## src/rtl/pc_gen.sv

```systemverilog
// Registered program counter for the fetch stage: picks trap, redirect, hold or sequential step each cycle.
// Latency 1 cycle; misaligned redirects are rejected (PC holds) and reported through misaligned/bad_addr.
module pc_gen #(
  parameter int unsigned          XLEN         = 32,
  parameter logic [XLEN-1:0]      RESET_VECTOR = '0,
  parameter int unsigned          C_EXT        = 0
) (
  input  logic            clk,
  input  logic            rst_n,
  input  logic            stall,
  input  logic            redirect_valid,
  input  logic [XLEN-1:0] redirect_target,
  input  logic            trap_valid,
  input  logic [XLEN-1:0] trap_vector,
  input  logic            inst_compressed,
  output logic [XLEN-1:0] pc,
  output logic            pc_valid,
  output logic [XLEN-1:0] pc_link,
  output logic            misaligned,
  output logic [XLEN-1:0] bad_addr
);

  localparam logic [XLEN-1:0] STEP_WORD = XLEN'(4);
  localparam logic [XLEN-1:0] STEP_HALF = XLEN'(2);
  localparam logic [XLEN-1:0] LOW2_MASK = XLEN'(3);

  logic [XLEN-1:0] r_pc;
  logic            r_pc_valid;
  logic            r_misaligned;
  logic [XLEN-1:0] r_bad_addr;

  logic [XLEN-1:0] w_step;
  logic [XLEN-1:0] w_pc_step;
  logic [XLEN-1:0] w_trap_pc;
  logic            w_target_misaligned;

  // With C_EXT=0 the compressed hint is meaningless and the step is always a word.
  assign w_step    = ((C_EXT != 0) && inst_compressed) ? STEP_HALF : STEP_WORD;
  assign w_pc_step = r_pc + w_step;
  assign w_trap_pc = trap_vector & ~LOW2_MASK;

  assign w_target_misaligned = (C_EXT != 0) ? redirect_target[0]
                                            : (|redirect_target[1:0]);

  always_ff @(posedge clk or negedge rst_n) begin
    if (!rst_n) begin
      r_pc         <= RESET_VECTOR;
      r_pc_valid   <= 1'b0;
      r_misaligned <= 1'b0;
      r_bad_addr   <= '0;
    end else if (!r_pc_valid) begin
      // First edge out of reset only validates RESET_VECTOR as the first fetch.
      r_pc_valid   <= 1'b1;
      r_misaligned <= 1'b0;
    end else begin
      r_misaligned <= 1'b0;
      if (trap_valid) begin
        r_pc <= w_trap_pc;
      end else if (redirect_valid) begin
        if (w_target_misaligned) begin
          r_misaligned <= 1'b1;
          r_bad_addr   <= redirect_target;
        end else begin
          r_pc <= redirect_target;
        end
      end else if (!stall) begin
        r_pc <= w_pc_step;
      end
    end
  end

  assign pc         = r_pc;
  assign pc_valid   = r_pc_valid;
  assign pc_link    = w_pc_step;
  assign misaligned = r_misaligned;
  assign bad_addr   = r_bad_addr;

endmodule

```

## config.mk

```make
export PLATFORM = sky130hd
export DESIGN_NAME = pc_gen
export DESIGN_NICKNAME = d
export VERILOG_FILES = /design/src/rtl/pc_gen.sv
export SDC_FILE = /design/constraint.sdc
export NUM_CORES = 1
export LEC_CHECK = 0
export ABC_AREA = 1
export BUFFER_PORTS_ARGS = -buffer_cell sky130_fd_sc_hd__buf_4
export CAP_MARGIN = 40
export CELL_PAD_IN_SITES_DETAIL_PLACEMENT = 0
export CELL_PAD_IN_SITES_GLOBAL_PLACEMENT = 2
export CORE_MARGIN = 4
export CORE_UTILIZATION = 27
export DETAILED_ROUTE_END_ITERATION = 7
export GPL_ROUTABILITY_DRIVEN = 0
export GPL_TIMING_DRIVEN = 1
export PLACE_DENSITY_LB_ADDON = 0.1
export SLEW_MARGIN = 20
export SYNTH_ARGS = -nofsm -noshare
export SYNTH_HDL_FRONTEND = slang
export SYNTH_SLANG_ARGS = --single-unit
```

## constraint.sdc

```tcl
create_clock -name clk -period 2 [get_ports clk]
set_input_delay 0.2 -clock clk [delete_from_list [all_inputs] [get_ports clk]]
set_output_delay 0.2 -clock clk [all_outputs]
set_load 0.01 [all_outputs]
```

# [Yosys cells after proc, flatten, opt, wreduce, memory -nomap -nowiden]
# Index checks and enable logic that the tools add are counted.
[classes] mul=0 n_bitwise=1 div_mod_pow=0 eq_ne=2 n_addsub=1 shifts=0 muxes=8 n_reduce_logical=3 order_cmp=0
[ops] op="$mux 32" count=4
[ops] op="$add 32x3->32 const B" count=1
[ops] op="$mux 1" count=4
[ops] op="$reduce_and 4->1" count=1
[ops] op="$ne 3x1->1 const B" count=1
[ops] op="$ne 3x3->1 const B" count=1
[ops] op="$reduce_and 3->1" count=1
[ops] op="$reduce_or 2->1" count=1
[ops] op="$not 1->1" count=1
[totals] rom_bits=0 latch_bits=0 elab_cells=19 out_inout_bits=98 ff_bits=66 ram_bits=0 input_bits=70 memories=0

# [Logic depth before layout (Yosys ltp)]
[logic_depth] ltp_word=5 depth_mapped=10 depth_no_buf=10

# [Least setup slack after synthesis]
# Ideal clock, no wire load.
[synth_timing] kind="register to output" start="register r_pc[2], in the netlist pc[2]" end="output port pc_link[26]" path_buffers=0 stages_incl_launch_ff=8 arrival_time_ps=1395 path_slack_ps=405 required_time_ps=1800 path_cell_list="dfrtp_1 > ha_1 > nand2_1 > nor2_2 > nand2_4 > nor2_8 > nand3_1 > and2_1"
[synth_between] elab_chain_cells=1
[synth_rtl] element="from (decl)" line="27" rtl="logic [XLEN-1:0] r_pc;"
[synth_rtl] element="from (signal assigned)" line="58" rtl="r_pc <= w_trap_pc;"
[synth_rtl] element="from (signal assigned)" line="64" rtl="r_pc <= redirect_target;"
[synth_rtl] element="from (signal assigned)" line="67" rtl="r_pc <= w_pc_step;"
[synth_rtl] element="$add 32x3->32" line="39" rtl="assign w_pc_step = r_pc + w_step;"
[synth_rtl] element="to (decl)" line="18" rtl="output logic [XLEN-1:0] pc_link,"
# No other way between the ends.

# [Worst setup path in the final report]
# Same ends and word-level chain as after synthesis.

==> results by group <==
Power and ir drop
  • Tot Pwr: 5.56 mW
  • P_leak: 3.31 nW
  • Power Density: slightly below 900 mW/mm²
  • Worst vdd ir: 0.000413 V

Clocking
  • CTS tree: yes
  • CTS buffer count: 9
  • CTS root buf: clkbuf_16
  • Clk buf depth: 2
  • # clock sinks: 66
  • Clock H-tree levels: 3
  • Clk pin slew, worst setup/hold paths: 0.06 ns
  • Worst-skew pair later-pin latency: 0.34 ns

Critical path
  • R2r worst-path depth: 10
  • Crit. End Element: primary output
  • FF-to-FF End: pc[14]
  • Setup crit end: pc_link[26]
  • CP Data Required Time: 1.80 ns
  • Slowest-stage cell, CP: dfrtp_1
  • CP Data Arrival Time: 1.81 ns
  • Crit-path max FO: 5
  • Start of the worst register-to-register path: pc[2]
  • CP Cell Sequence: ha_4 > nand2_4 > nor2_4 > nand2_4 > nor2_8 > nand2_1 > nand2_1 > and2_4 > buf_6
  • Crit-path max cell delay: roughly 0.43 ns
  • Setup slack, reg-to-reg: 0.27 ns
  • Crit Path Class: reg -> out
  • Worst Setup SP: pc[2]
  • Element type at the critical path start: register

Drt
  • Routed wire length: 15100 µm
  • Vias: 4111
  • Vias per cell: 4.40
  • Met3 WL post-DR: ~1100 µm
  • DR pass1 iterations: 4
  • ANT nets after route: 0
  • Post-Route M1 WL: 6300 µm
  • Top Metal Used: met4
  • DRC viols: 0
  • Metal2 WL: 7440 µm
  • 1st-iter DRT viols: 204
  • Drt wl/cell: 16.1 µm

Yosys
  • Yosys warns: 0
  • Avg Cell Area, Syn: 7.20 µm²
  • Asr flop ratio synth: 100%
  • Most numerous cell in the Yosys netlist: nand2_1
  • FF+latch count, synth: 66
  • Synth Instances: 563
  • Count of different cell masters after synthesis: 31
  • Post-synth top cells: nand2_1, inv_1, dfrtp_1, nor2_1, o21ai_0
  • Syn Nets: 634
  • Share of the synthesized area in the top cell type: about two fifths
  • Synth area leader: dfrtp_1
  • Post-Synthesis Cell Area: 0.00405 mm²
  • Area contributors post-synth: dfrtp_1, nand2_1, o21ai_0
  • Post-synth EDFFs: 0
  • Sequential element share of the synthesized area: between 40 and 50%
  • Primary FF master, synth: dfrtp_1

Place
  • Cells after DPL: 897
  • Final HPWL DP: 11600 µm
  • Port buffer count: around 160

Layout
  • Post-Layout Cell Count: ~930
  • Ant. Diodes: 0
  • Fill cells: roughly 1500
  • Share of cells above drive strength 1: 38.9%
  • Nets: between 800 and 900
  • Synth-to-layout area growth: 54.6%

Die
  • Core Area: 0.0146 mm²
  • Die width: 131 µm
  • Die Ht: 131 µm
  • Row cnt: 44
  • Starting Density: between 20% and 30%
  • Die ar.: roughly 0.017 mm²
  • I/O pin count: 168

STA
  • Final setup viols: 1
  • Post-layout worst setup margin: -0.0144 ns
  • Max Fclk: slightly below 500 MHz
  • Fin crit share: 101%
  • Clock Skews: around 0.007 ns
  • Hold Fails Final Rpt: 0
  • Final Slew Violations: 0
  • Min Tclk post-route: slightly above 2 ns
  • Fin Setup TNS: -0.0144 ns
  • RSZ-0062 raised after global routing: true

Global routing
  • Initial antenna violation count: 0
  • Global-route wire length before repair: roughly 23000 µm
  • Largest net degree at the start of global routing: 54
  • GRT Util Overall: 18.1%
  • Vias in the first global route: 4321
  • Grt total ovfl: 0

Min path
  • Worst min-delay path startpoint: redirect_target[0]
  • Hold Crit Class: in -> reg

Outcome
  • Status: finished, violations left
  • Failing checks: setup timing

Run
  • Max Cap Viol: 0
==> metrics by stage <==
step	utilization (%)	instance area [µm²]	worst slack, ns	hold WS, ns
2_1_floorplan	-	4050	0.405	-0.0956
3_3_place_gp	37.6	5510	0.200	0.184
3_5_place_dp	37.8	5530	0.188	0.185
4_1_cts	41.1	6020	-0.0151	0.0553
5_1_grt	42.8	6270	-0.115	0.0718
6_report	42.8	6270	-0.0144	0.0688
==> registers in the layout (all words and copies together), names as in the netlist <==
name        flops
misaligned      1
bad_addr       32
pc             32
pc_valid        1
==> placed cells by master, fill, tap and decap left out, types with 2 or more instances in the layout <==
cell,instances
nand3_2,2
nand2_2,26
or2_0,8
nor2_2,13
and2_1,3
nand2_4,5
nor2_4,9
dfrtp_2,9
buf_4,173
inv_2,4
nor2_8,3
a22oi_1,5
xor2_1,4
buf_12,5
o21ai_0,57
clkinvlp_4,2
dfrtp_1,57
clkbuf_16,9
inv_1,67
nor2_1,46
buf_6,14
nand3_1,13
nand2_1,168
bufinv_16,3
a21oi_1,6
xor2_2,10
a21boi_1,16
==> repair_timing <==
item                                   in CTS  in global routing
endpoints found under the hold margin      29                  0
setup endpoints to repair                  17                 22
hold buffers                                1                  0
gates cloned                                0                  0
pin swaps                                  13                 23
gates resized for setup                    20                 49
setup buffers                               9                 11
==> critical path, delay by kind of cell (launching register included) <==
kind | cells | cell delay (ns)
buffers and inverters | 1 | 0.09
flip-flops | 1 | 0.43
AND/OR/NAND/NOR | 7 | 0.76
adder cells (fa/ha/maj) | 1 | 0.19
==> metal layers <==
| layer | up-vias | GRT usage (%) |
|---|---|---|
| li1 | 2085 | - |
| met1 | 1891 | 21.4 |
| met2 | 118 | 31.5 |
| met3 | 17 | 5.98 |
| met4 | 0 | 5.20 |
| met5 | - | 0 |
==> where the power goes <==
part           internal, mW  total [mW]  switching, mW
combinational         0.904        1.84          0.938
sequential             1.57        1.81          0.240
clock                  1.25        1.91          0.654
total                  3.73        5.56           1.83
==> layout make-up <==
cell class | count | area [µm²] | share of cell area (%)
Multi-Input combinational cell | 404 | 2190 | 34.9
Sequential cell | 66 | 1660 | 26.5
Timing Repair Buffer | 193 | 1570 | 25.0
Inverter | 71 | 267 | 4.25
Clock buffer | 10 | 239 | 3.81
Tap cell | 184 | 230 | 3.67
Clock inverter | 6 | 114 | 1.82
==> cells by family after synthesis <==
family | share of synthesized area (%)
simple gates | 32.3
other cells | 0.0925
xor+xnor | 4.72
compound gates | 12.8
flops | 40.7
buf+inv | 9.10
fa+ha+maj | 0.309
==> worst min-delay path by stage <==
stage	to	slack (ns)	cells past startpoint
floorplan	bad_addr[0]	-0.1	0
global placement	bad_addr[18]	0.18	1
detailed placement	bad_addr[18]	0.18	1
CTS	bad_addr[0]	0.06	3
global route	bad_addr[1]	0.07	3
finish	bad_addr[0]	0.07	3
(Power assumes the default switching activity.)
